$ cat config.mk
export PLATFORM = sky130hd
export DESIGN_NAME = hash_batch_scheduler_flat
export DESIGN_NICKNAME = d
export VERILOG_FILES = /design/src/rtl/hash_sched_pkg.sv /design/src/rtl/hash_batch_scheduler_if.sv /design/src/rtl/hash_rsp_delay.sv /design/src/rtl/hash_batch_scheduler.sv /design/src/flat_wrapper.sv
export SDC_FILE = /design/constraint.sdc
export NUM_CORES = 2
export LEC_CHECK = 0
export BUFFER_PORTS_ARGS = -buffer_cell sky130_fd_sc_hd__buf_4
export CAP_MARGIN = 15
export CORE_AREA = 2 2 674 676
export DETAILED_ROUTE_END_ITERATION = 8
export DIE_AREA = 0 0 676 678
export PLACE_DENSITY_LB_ADDON = 0.05
export RECOVER_POWER = 25
export SYNTH_ARGS = -nofsm -noshare
export SYNTH_HDL_FRONTEND = slang
export SYNTH_SLANG_ARGS = --single-unit
$ cat constraint.sdc
create_clock -name clk -period 6 [get_ports clk]
set_clock_uncertainty 0.15 [all_clocks]
set_input_delay 0.6 -clock clk [delete_from_list [all_inputs] [get_ports clk]]
set_output_delay 0.6 -clock clk [all_outputs]
set_load 0.01 [all_outputs]
$ cat src/rtl/hash_sched_pkg.sv
// Shared constants for the hash table batch scheduler.
//   OPT_READ / OPT_WRITE : request opcodes understood by the table
//   S_IDLE / S_FILL / S_ISSUE : scheduler FSM state encoding
package hash_sched_pkg;

    localparam logic [1:0] OPT_READ  = 2'b00;
    localparam logic [1:0] OPT_WRITE = 2'b01;

    typedef logic [1:0] state_t;

    localparam state_t S_IDLE  = 2'd0;  // batch empty
    localparam state_t S_FILL  = 2'd1;  // 1..NUM_LANES-1 lanes held
    localparam state_t S_ISSUE = 2'd2;  // one cycle driving the table

endpackage

$ cat src/rtl/hash_batch_scheduler_if.sv
// Request stream into the hash batch scheduler (valid/ready handshake).
//   req_valid / req_ready : handshake, transfer when both high
//   req_key, req_value, req_opt, req_tag : request payload
// master drives the payload, slave (the scheduler) drives req_ready.
interface hash_batch_scheduler_if #(
    parameter int unsigned KEY_WIDTH   = 32,
    parameter int unsigned VALUE_WIDTH = 31,
    parameter int unsigned TAG_WIDTH   = 8
);

    logic                   req_valid;
    logic                   req_ready;
    logic [KEY_WIDTH-1:0]   req_key;
    logic [VALUE_WIDTH-1:0] req_value;
    logic [1:0]             req_opt;
    logic [TAG_WIDTH-1:0]   req_tag;

    modport master (
        output req_valid, req_key, req_value, req_opt, req_tag,
        input  req_ready
    );

    modport slave (
        input  req_valid, req_key, req_value, req_opt, req_tag,
        output req_ready
    );

endinterface

$ cat src/rtl/hash_rsp_delay.sv
// Response delay line for the hash batch scheduler. Carries the issued lane
// mask, tags and opts for HT_LATENCY cycles, then captures the table read-out
// into the rsp_* registers, which are valid for exactly one cycle.
//   clk, reset           : clock, synchronous active-high reset
//   issue_mask/tag/opt   : lane mask and per-lane tag/opt, nonzero only on issue
//   ht_rd_out            : table per-lane result, sampled at issue+HT_LATENCY
//   rsp_valid/tag/opt/data : registered per-lane responses
module hash_rsp_delay #(
    parameter int unsigned NUM_LANES  = 8,
    parameter int unsigned DATA_WIDTH = 64,
    parameter int unsigned TAG_WIDTH  = 8,
    parameter int unsigned HT_LATENCY = 4
) (
    input  logic                            clk,
    input  logic                            reset,
    input  logic [NUM_LANES-1:0]            issue_mask,
    input  logic [NUM_LANES*TAG_WIDTH-1:0]  issue_tag,
    input  logic [2*NUM_LANES-1:0]          issue_opt,
    input  logic [NUM_LANES*DATA_WIDTH-1:0] ht_rd_out,
    output logic [NUM_LANES-1:0]            rsp_valid,
    output logic [NUM_LANES*TAG_WIDTH-1:0]  rsp_tag,
    output logic [2*NUM_LANES-1:0]          rsp_opt,
    output logic [NUM_LANES*DATA_WIDTH-1:0] rsp_data
);

    logic [NUM_LANES-1:0]            mask_q [HT_LATENCY];
    logic [NUM_LANES*TAG_WIDTH-1:0]  tag_q  [HT_LATENCY];
    logic [2*NUM_LANES-1:0]          opt_q  [HT_LATENCY];
    logic [NUM_LANES*DATA_WIDTH-1:0] data_d;

    // Only lanes that were issued take the table output; the rest read as zero.
    always_comb begin
        data_d = '0;
        for (int unsigned i = 0; i < NUM_LANES; i++) begin
            if (mask_q[HT_LATENCY-1][i]) begin
                data_d[i*DATA_WIDTH +: DATA_WIDTH] = ht_rd_out[i*DATA_WIDTH +: DATA_WIDTH];
            end
        end
    end

    always_ff @(posedge clk) begin
        if (reset) begin
            for (int unsigned s = 0; s < HT_LATENCY; s++) begin
                mask_q[s] <= '0;
                tag_q[s]  <= '0;
                opt_q[s]  <= '0;
            end
            rsp_valid <= '0;
            rsp_tag   <= '0;
            rsp_opt   <= '0;
            rsp_data  <= '0;
        end else begin
            mask_q[0] <= issue_mask;
            tag_q[0]  <= issue_tag;
            opt_q[0]  <= issue_opt;
            for (int unsigned s = 1; s < HT_LATENCY; s++) begin
                mask_q[s] <= mask_q[s-1];
                tag_q[s]  <= tag_q[s-1];
                opt_q[s]  <= opt_q[s-1];
            end
            rsp_valid <= mask_q[HT_LATENCY-1];
            rsp_tag   <= tag_q[HT_LATENCY-1];
            rsp_opt   <= opt_q[HT_LATENCY-1];
            rsp_data  <= data_d;
        end
    end

endmodule

$ cat src/rtl/hash_batch_scheduler.sv
// Front-end scheduler for the multi-lane hash table. Packs single requests
// into NUM_LANES-wide batches, issues a batch to the table in one cycle and
// returns tagged per-lane responses after the table read latency. A batch
// closes early when a new request's key matches a held lane.
//   clk, reset  : clock, synchronous active-high reset
//   req         : request stream (slave side)
//   flush       : force issue of a non-empty partial batch
//   ht_*        : lane-parallel table port, driven only in the issue cycle
//   ht_rd_out   : table per-lane read-out
//   rsp_*       : per-lane responses, one-cycle strobe
module hash_batch_scheduler
    import hash_sched_pkg::*;
#(
    parameter int unsigned NUM_LANES   = 8,
    parameter int unsigned KEY_WIDTH   = 32,
    parameter int unsigned VALUE_WIDTH = 31,
    parameter int unsigned DATA_WIDTH  = 64,
    parameter int unsigned TAG_WIDTH   = 8,
    parameter int unsigned TIMEOUT     = 15,
    parameter int unsigned HT_LATENCY  = 4
) (
    input  logic                             clk,
    input  logic                             reset,
    hash_batch_scheduler_if.slave            req,
    input  logic                             flush,
    output logic [NUM_LANES*KEY_WIDTH-1:0]   ht_key,
    output logic [NUM_LANES*VALUE_WIDTH-1:0] ht_value,
    output logic [2*NUM_LANES-1:0]           ht_opt,
    output logic [NUM_LANES-1:0]             ht_en,
    input  logic [NUM_LANES*DATA_WIDTH-1:0]  ht_rd_out,
    output logic [NUM_LANES-1:0]             rsp_valid,
    output logic [NUM_LANES*TAG_WIDTH-1:0]   rsp_tag,
    output logic [2*NUM_LANES-1:0]           rsp_opt,
    output logic [NUM_LANES*DATA_WIDTH-1:0]  rsp_data
);

    localparam int unsigned    CNT_W     = $clog2(NUM_LANES + 1);
    localparam int unsigned    AGE_W     = $clog2(TIMEOUT + 1);
    localparam logic [CNT_W-1:0] LAST_LANE = CNT_W'(NUM_LANES - 1);
    localparam logic [AGE_W-1:0] AGE_MAX   = AGE_W'(TIMEOUT);

    state_t                         state_q, state_d;
    logic [CNT_W-1:0]               fill_cnt_q, fill_cnt_d;
    logic [AGE_W-1:0]               age_q, age_d;
    logic [NUM_LANES-1:0]           mask_q, mask_d;
    logic [NUM_LANES*KEY_WIDTH-1:0]   key_q, key_d;
    logic [NUM_LANES*VALUE_WIDTH-1:0] value_q, value_d;
    logic [2*NUM_LANES-1:0]         opt_q, opt_d;
    logic [NUM_LANES*TAG_WIDTH-1:0] tag_q, tag_d;

    logic key_hit;
    logic can_take;
    logic accept;
    logic conflict;
    logic in_issue;

    // One comparator per lane; empty lanes never match.
    always_comb begin
        key_hit = 1'b0;
        for (int unsigned i = 0; i < NUM_LANES; i++) begin
            if (mask_q[i] && (key_q[i*KEY_WIDTH +: KEY_WIDTH] == req.req_key)) begin
                key_hit = 1'b1;
            end
        end
    end

    assign can_take      = !reset && ((state_q == S_IDLE) || (state_q == S_FILL));
    assign req.req_ready = can_take && !key_hit;
    assign accept        = req.req_valid && req.req_ready;
    assign conflict      = req.req_valid && key_hit && (state_q == S_FILL);
    assign in_issue      = (state_q == S_ISSUE);

    always_comb begin
        state_d    = state_q;
        fill_cnt_d = fill_cnt_q;
        age_d      = age_q;
        mask_d     = mask_q;
        key_d      = key_q;
        value_d    = value_q;
        opt_d      = opt_q;
        tag_d      = tag_q;

        // Lanes fill in order, so the next free lane is fill_cnt.
        if (accept) begin
            for (int unsigned i = 0; i < NUM_LANES; i++) begin
                if (fill_cnt_q == CNT_W'(i)) begin
                    mask_d[i]                              = 1'b1;
                    key_d[i*KEY_WIDTH +: KEY_WIDTH]        = req.req_key;
                    value_d[i*VALUE_WIDTH +: VALUE_WIDTH]  = req.req_value;
                    opt_d[2*i +: 2]                        = req.req_opt;
                    tag_d[i*TAG_WIDTH +: TAG_WIDTH]        = req.req_tag;
                end
            end
            fill_cnt_d = fill_cnt_q + CNT_W'(1);
        end

        case (state_q)
            S_IDLE: begin
                if (accept) begin
                    age_d   = AGE_W'(1);
                    state_d = (NUM_LANES == 1) ? S_ISSUE : S_FILL;
                end
            end
            S_FILL: begin
                age_d = (age_q == AGE_MAX) ? age_q : age_q + AGE_W'(1);
                // A conflicting request is left waiting and retried after the issue.
                if ((accept && (fill_cnt_q == LAST_LANE)) || conflict ||
                    (age_q == AGE_MAX) || flush) begin
                    state_d = S_ISSUE;
                end
            end
            S_ISSUE: begin
                state_d    = S_IDLE;
                fill_cnt_d = '0;
                age_d      = '0;
                mask_d     = '0;
                key_d      = '0;
                value_d    = '0;
                opt_d      = {NUM_LANES{OPT_READ}};
                tag_d      = '0;
            end
            default: begin
                state_d = S_IDLE;
            end
        endcase
    end

    always_ff @(posedge clk) begin
        if (reset) begin
            state_q    <= S_IDLE;
            fill_cnt_q <= '0;
            age_q      <= '0;
            mask_q     <= '0;
            key_q      <= '0;
            value_q    <= '0;
            opt_q      <= {NUM_LANES{OPT_READ}};
            tag_q      <= '0;
        end else begin
            state_q    <= state_d;
            fill_cnt_q <= fill_cnt_d;
            age_q      <= age_d;
            mask_q     <= mask_d;
            key_q      <= key_d;
            value_q    <= value_d;
            opt_q      <= opt_d;
            tag_q      <= tag_d;
        end
    end

    // Table port shows the batch registers only during the issue cycle.
    assign ht_en    = in_issue ? mask_q  : '0;
    assign ht_key   = in_issue ? key_q   : '0;
    assign ht_value = in_issue ? value_q : '0;
    assign ht_opt   = in_issue ? opt_q   : '0;

    hash_rsp_delay #(
        .NUM_LANES  (NUM_LANES),
        .DATA_WIDTH (DATA_WIDTH),
        .TAG_WIDTH  (TAG_WIDTH),
        .HT_LATENCY (HT_LATENCY)
    ) u_rsp_delay (
        .clk        (clk),
        .reset      (reset),
        .issue_mask (ht_en),
        .issue_tag  (in_issue ? tag_q : '0),
        .issue_opt  (ht_opt),
        .ht_rd_out  (ht_rd_out),
        .rsp_valid  (rsp_valid),
        .rsp_tag    (rsp_tag),
        .rsp_opt    (rsp_opt),
        .rsp_data   (rsp_data)
    );

endmodule

$ cat src/flat_wrapper.sv
// flat-port wrapper written by rule: the top's interface ports become plain ports
module hash_batch_scheduler_flat import hash_sched_pkg::*;
#(
    parameter int unsigned NUM_LANES   = 8,
    parameter int unsigned KEY_WIDTH   = 32,
    parameter int unsigned VALUE_WIDTH = 31,
    parameter int unsigned DATA_WIDTH  = 64,
    parameter int unsigned TAG_WIDTH   = 8,
    parameter int unsigned TIMEOUT     = 15,
    parameter int unsigned HT_LATENCY  = 4
)
  (clk, reset, flush, ht_key, ht_value, ht_opt, ht_en, ht_rd_out, rsp_valid, rsp_tag, rsp_opt, rsp_data, req_req_valid, req_req_key, req_req_value, req_req_opt, req_req_tag, req_req_ready);
  hash_batch_scheduler_if #(.KEY_WIDTH(KEY_WIDTH), .VALUE_WIDTH(VALUE_WIDTH), .TAG_WIDTH(TAG_WIDTH)) req_i ();
  input  logic clk;
  input  logic reset;
  input  logic flush;
  output logic [NUM_LANES*KEY_WIDTH-1:0] ht_key;
  output logic [NUM_LANES*VALUE_WIDTH-1:0] ht_value;
  output logic [2*NUM_LANES-1:0] ht_opt;
  output logic [NUM_LANES-1:0] ht_en;
  input  logic [NUM_LANES*DATA_WIDTH-1:0] ht_rd_out;
  output logic [NUM_LANES-1:0] rsp_valid;
  output logic [NUM_LANES*TAG_WIDTH-1:0] rsp_tag;
  output logic [2*NUM_LANES-1:0] rsp_opt;
  output logic [NUM_LANES*DATA_WIDTH-1:0] rsp_data;
  input wire logic [$bits(req_i.req_valid)-1:0] req_req_valid;
  input wire logic [$bits(req_i.req_key)-1:0] req_req_key;
  input wire logic [$bits(req_i.req_value)-1:0] req_req_value;
  input wire logic [$bits(req_i.req_opt)-1:0] req_req_opt;
  input wire logic [$bits(req_i.req_tag)-1:0] req_req_tag;
  output wire logic [$bits(req_i.req_ready)-1:0] req_req_ready;
  assign req_i.req_valid = req_req_valid;
  assign req_i.req_key = req_req_key;
  assign req_i.req_value = req_req_value;
  assign req_i.req_opt = req_req_opt;
  assign req_i.req_tag = req_req_tag;
  assign req_req_ready = req_i.req_ready;
  hash_batch_scheduler #(.NUM_LANES(NUM_LANES), .KEY_WIDTH(KEY_WIDTH), .VALUE_WIDTH(VALUE_WIDTH), .DATA_WIDTH(DATA_WIDTH), .TAG_WIDTH(TAG_WIDTH), .TIMEOUT(TIMEOUT), .HT_LATENCY(HT_LATENCY)) u_core (.clk(clk), .reset(reset), .req(req_i), .flush(flush), .ht_key(ht_key), .ht_value(ht_value), .ht_opt(ht_opt), .ht_en(ht_en), .ht_rd_out(ht_rd_out), .rsp_valid(rsp_valid), .rsp_tag(rsp_tag), .rsp_opt(rsp_opt), .rsp_data(rsp_data));
endmodule
======== Yosys cells after proc, flatten, opt, wreduce, memory -nomap -nowiden ========
Memories as Yosys holds them, arrays and structs flattened. A register that Yosys moved wholly into a read port is not among the register bits.
Index checks and enable logic that the tools add are counted.
storage, ports and cells
  output and inout bits ................... 1129
  bits in writable memories ............... 352
  register bits ........................... 1122
  memories ................................ 3
memory list
  name                       words  width  rd ports  clocked after memory_dff  write ports  RTL line              source
  u_core.u_rsp_delay.tag_q   4      64     4         1                         4            hash_rsp_delay.sv:27  logic [NUM_LANES*TAG_WIDTH-1:0] tag_q [HT_LATENCY];
  u_core.u_rsp_delay.opt_q   4      16     4         1                         4            hash_rsp_delay.sv:28  logic [2*NUM_LANES-1:0] opt_q [HT_LATENCY];
  u_core.u_rsp_delay.mask_q  4      8      4         0                         4            hash_rsp_delay.sv:26  logic [NUM_LANES-1:0] mask_q [HT_LATENCY];
cells by class
  reductions and logical operators ........ 42
  add/sub/neg operators ................... 2
  mux-type cells .......................... 34
  equality and inequality tests ........... 21
  bitwise gates (word level) .............. 20
operators by type and width
  kind                   count
  $mux W64               5
  $eq A32 B32 Y1         8
  $mux W256              1
  $mux W248              1
  $mux W16               5
  $mux W8                5
  $reduce_and A2 Y1      9
  $reduce_or A2 Y1       9
  $eq A4 B3 Y1 const B   4
  $logic_and A1 B1 Y1    14
  $or A1 B1 Y1           12
  $pmux W4 S3            1
  $mux W1                11
  $add A4 B1 Y4 const B  2
  $eq A4 B2 Y1 const B   2
  $mux W4                2
  $not A1 Y1             8
  $eq A4 B1 Y1 const B   1
  $eq A4 B4 Y1 const B   1
  $logic_not A4 Y1       1
  $logic_or A1 B1 Y1     4
  $mux W2                2
  $ne A2 B2 Y1 const B   2
  $pmux W2 S2            1
  other kinds (7)        8

======== Depth between registers and ports, before layout ========
  word-level depth ........................ 19
  gate-level depth with buffers ........... 14
  depth with buffers taken out ............ 9

======== Modules after synthesis ========
From an unflattened synthesis, not the netlist that was laid out.
second synthesis, totals
  cells, all modules ...................... 5197
  area total of the unflattened synthesis .. 56013.7 um2
by module, submodules not included
  module                times used  cells each  seq. area each (um2)  area an instance (um2)
  hash_batch_scheduler  1           3132        12051.6               28905.2
  hash_rsp_delay        1           2065        19058.3               27108.5

======== Least setup slack after synthesis ========
OpenSTA, ideal clock, no wires.
  kind .................................... in2reg
  start point ............................. input port req_req_key[16]
  end point ............................... register u_core.key_q[234]
  setup time .............................. 128 ps
  cell stages on the path ................. 13
  data arrival time ....................... 2601 ps
  setup slack ............................. 3121 ps
  data required time ...................... 5722 ps
  cell sequence ........................... buf_4 -> xor2_1 -> a211o_1 -> nor4_1 -> nand3_1 -> nand4_1 -> a2111oi_4 -> buf_4 -> nand4_1 -> buf_4 -> buf_4 -> mux2i_1 -> nor2_1
between the ends
  word-level cells in the longest chain between the ends .. 14
  elaborated cells between the ends (all ways) .. 28
  classes of those cells .................. eq/ne (8); mux (8); reduce/logical (12)
ends and longest elaborated chain
  item                           RTL line                     source
  start, declared                flat_wrapper.sv:27           input wire logic [$bits(req_i.req_key)-1:0] req_req_key;
  $eq A32 B32 Y1                 hash_batch_scheduler.sv:61   if (mask_q[i] && (key_q[i*KEY_WIDTH +: KEY_WIDTH] == req.req_key)) begin
  $logic_and A1 B1 Y1            hash_batch_scheduler.sv:61
  $mux W1 (7 in a row)           hash_batch_scheduler.sv:61
  $mux W1 *                      hash_batch_scheduler.sv:61
  $logic_not A1 Y1 *             hash_batch_scheduler.sv:68   assign req.req_ready = can_take && !key_hit;
  $logic_and A1 B1 Y1 *          hash_batch_scheduler.sv:68
  via req_req_ready              flat_wrapper.sv:31           output wire logic [$bits(req_i.req_ready)-1:0] req_req_ready;
  $logic_and A1 B1 Y1 *          hash_batch_scheduler.sv:69   assign accept = req.req_valid && req.req_ready;
  $reduce_and A2 Y1 (no line) *  --
  end signal, assigned           hash_batch_scheduler.sv:143  key_q <= key_d;
  end, declared                  hash_batch_scheduler.sv:46   logic [NUM_LANES*KEY_WIDTH-1:0] key_q, key_d;
Mark *: on every way through the listed nets, which the timed path passes. The rest lies on a longest branch.
A chain may end at the register's enable or synchronous reset.

==> results by group <==
Yosys
  – Cells after synthesis: 5110
  – Top cell type by total area after synthesis: dfxtp_1
  – Sequential share of the synthesized area: 60.0%
  – Post-synth EDFFs: 0
  – Share of the synthesized area in the top cell type: 60.0%
  – Synth warnings: 0
  – Syn Nets: 5708
  – Yosys cell types: 39
  – Ys async rst share: 0%
  – Post-synthesis instance area: 51900 um2
  – Avg Cell Area, Syn: 10.2 um2
  – Dominant cells by area after synthesis: dfxtp_1 60%, and2_1 14%, nand3_1 5.1%, o21ai_0 4.9%, nor2b_1 4.3%
  – Synthesized flop and latch total: 1554
  – Synth Flop Type: dfxtp_1

Critical path
  – Worst Path Max Fanout: 164
  – Critical Path AT: 5.19 ns
  – Crit Path Class: in2reg
  – CP Launch Type: input pin
  – CP required: 6.57 ns
  – Setup crit end kind: flop

Run
  – Max-cap check violation count: 9

Global routing
  – First-pass GRT wire length: 490000 um
  – Initial antenna violation count: 94
  – Number of global-route vias before repair: 46676
  – Gr usage total: 16.2%
  – Largest net degree at the start of global routing: 189
  – Total global routing overflow: 0

Finish
  – Filler instances: 50458
  – # nets final: 7886
  – Area grow syn2layout: 62.8%
  – Final Non-Filler Cells: 13519
  – Layout cells sized above 1: 27.8%

Clocking
  – Total CTS buffers: 219
  – CTS H-tree lvls: 4
  – Post-cts sizing count: 0
  – Post-CTS setup buffer count: 0
  – CTS Buffer Depth: 4
  – CTS tree: built
  – Hold-fix buffers at CTS: 586
  – Worst-path clk slew: 0.05 ns
  – Clock Sinks: 1554
  – Root buf cell: clkbuf_16
  – Clk_lat worst skew: 0.90 ns

Die
  – Initial core utilization: 11.5%
  – # rows: 247
  – Ports: 1718
  – Die area: 458000 um2
  – Die Ht: 678 um
  – Chip width: 676 um
  – Core area: 451000 um2

Run status
  – Failing checks: max-capacitance violations, max-slew violations
  – Run status: finished, violations left

Routing
  – 1st-iter DRT viols: 1821
  – Routed WL: 385000 um
  – Avg WL per Cell: 28.5 um
  – Post-detailed-route count of antenna-violating nets: 0
  – Vias per inst: 3.30
  – Vias: 44670
  – Post-route DRC: 0
  – Number of detailed-route iterations in the first pass: 4

Timing
  – RSZ-0062 raised after global routing: false
  – Max Transition Viols Final: 622
  – Minimum clock period: 4.62 ns
  – Final period util: 77.0%
  – Slew margin rel.: -151%
  – Max Freq: 0.216 GHz
  – Setup TNS: 0 ns
  – Hold Violations, Final: 0
  – Final number of setup-violating endpoints: 0
  – Worst Tran Pin Value: 3.76 ns

Placement
  – I/O Buffers: 1717
  – Cells after DPL: 12457
  – Placed wire-length estimate: 301000 um
  – Placer Congestion: 0.840

Power and ir drop
  – Peak VDD IR: 0.000248 V
  – PwrDens: 302 nW/um2
  – Static Leak: 34.4 nW

Min path
  – Worst Hold Class: in2reg
layer usage:
| layer | share of wire, % | GRT usage, % | vias up |
|---|---|---|---|
| li1 | - | - | 21038 |
| met1 | 36 | 16.6 | 21840 |
| met2 | 53 | 30.4 | 1360 |
| met3 | 6.2 | 4.16 | 426 |
| met4 | 5.0 | 7.14 | 6 |
| met5 | 0.011 | 0 | - |
area by class of cell:
cell class              count  area (um2)  share of cell area (%)
flip-flops and latches   1554       31100                    36.8
repair buffers           2349       19100                    22.7
multi-input cells        3149       19000                    22.6
well taps                5976        7480                    8.85
clock buffers             323        6450                    7.64
clock inverters            76         972                    1.15
diodes                     77         193                   0.228
inverters                  15        56.3                  0.0667
state kept, by name, summed over array words and instances (netlist names), 16 cells and up:
signal and cells:
u_core.u_rsp_delay.rsp_data 512, u_core.u_rsp_delay.opt_q 64, u_core.key_q 256, u_core.u_rsp_delay.rsp_tag 64, u_core.tag_q 64, u_core.u_rsp_delay.mask_q 32, u_core.opt_q 16, u_core.value_q 248
u_core.u_rsp_delay.rsp_opt 16, u_core.u_rsp_delay.tag_q 256
worst max-delay path, stage by stage:
cell	delay [ns]
dlygate4sd3_1	0.60
buf_8	0.37
clkbuf_2	2.44
buf_12	0.64
nor2b_1	0.10
cells in the final DEF (no fill, tap or decap), types with 2 or more instances in the layout:
master / n
clkinv_16: 5
xor2_1: 41
nor2_1: 85
and2_1: 865
a21oi_1: 11
bufinv_16: 16
dfxtp_1: 1554
clkbuf_8: 56
nor4_1: 16
diode_2: 77
nor2b_2: 2
clkbuf_1: 94
or3_1: 2
clkbuf_16: 220
inv_6: 3
mux2i_1: 75
and2_0: 264
clkinv_2: 43
nand4_1: 65
clkinv_4: 2
inv_1: 15
dlygate4sd3_1: 586
clkinv_8: 2
xnor2_1: 217
nand2b_1: 4
nor3_1: 8
ha_1: 8
buf_4: 1697
nand2_1: 76
o21ai_0: 504
nand3_1: 524
clkinvlp_4: 4
nor2b_1: 350
o21ai_1: 12
or4_1: 2
nor2b_4: 2
buf_12: 17
metrics by stage:
step	instance area (um2)	hold WS, ns	setup WS (ns)	total power [mW]	utilization (%)
3_3_place_gp	71200	0.267	0.877	11.8	15.8
2_1_floorplan	51900	0.264	3.12	11.0	-
3_5_place_dp	71200	0.270	0.985	11.8	15.8
4_1_cts	84500	0.00241	1.11	26.3	18.7
5_1_grt	84400	0.0525	0.945	26.7	18.7
6_report	84400	0.111	1.38	25.5	18.7
final timing paths:
path	depth (start not counted)	slack, ns	from	to
min	4	0.11	flush	u_core.state_q[0]
min reg2reg	1	0.23	u_core.u_rsp_delay.tag_q[2][12]	u_core.u_rsp_delay.tag_q[3][12]
max	5	1.38	reset	u_core.u_rsp_delay.tag_q[1][29]
max reg2reg	3	1.78	u_core.u_rsp_delay.mask_q[3][1]	u_core.u_rsp_delay.rsp_data[111]
Yosys cell counts, drive strengths merged (2+ instances only):
library cell	instances
clkbuf	277
dfxtp	1554
nand2	76
a21oi	12
nor4	16
o21ai	516
ha	9
nand3	524
and2	1129
buf	115
nand2b	4
nand4	65
nor3	8
nor2	86
inv	15
or3	2
nor2b	354
xnor2	217
or4	2
mux2i	75
xor2	41
cells by family after synthesis:
logic type,Yosys count,share of synthesized area (%)
buffers and inverters,407,3.41
multiplexers,76,1.47
AO/OA/AOI/OAI,537,5.28
adder cells (fa/ha/maj),9,0.217
AND/OR/NAND/NOR,2269,25.3
XOR/XNOR,258,4.36
flip-flops,1554,60.0
power breakdown:
part,internal (mW),total (mW),switching (mW)
registers,10.4,10.4,0.0492
clock network,8.11,13.6,5.52
logic,0.634,1.48,0.849
total,19.1,25.5,6.42
(Power assumes the default switching activity.)
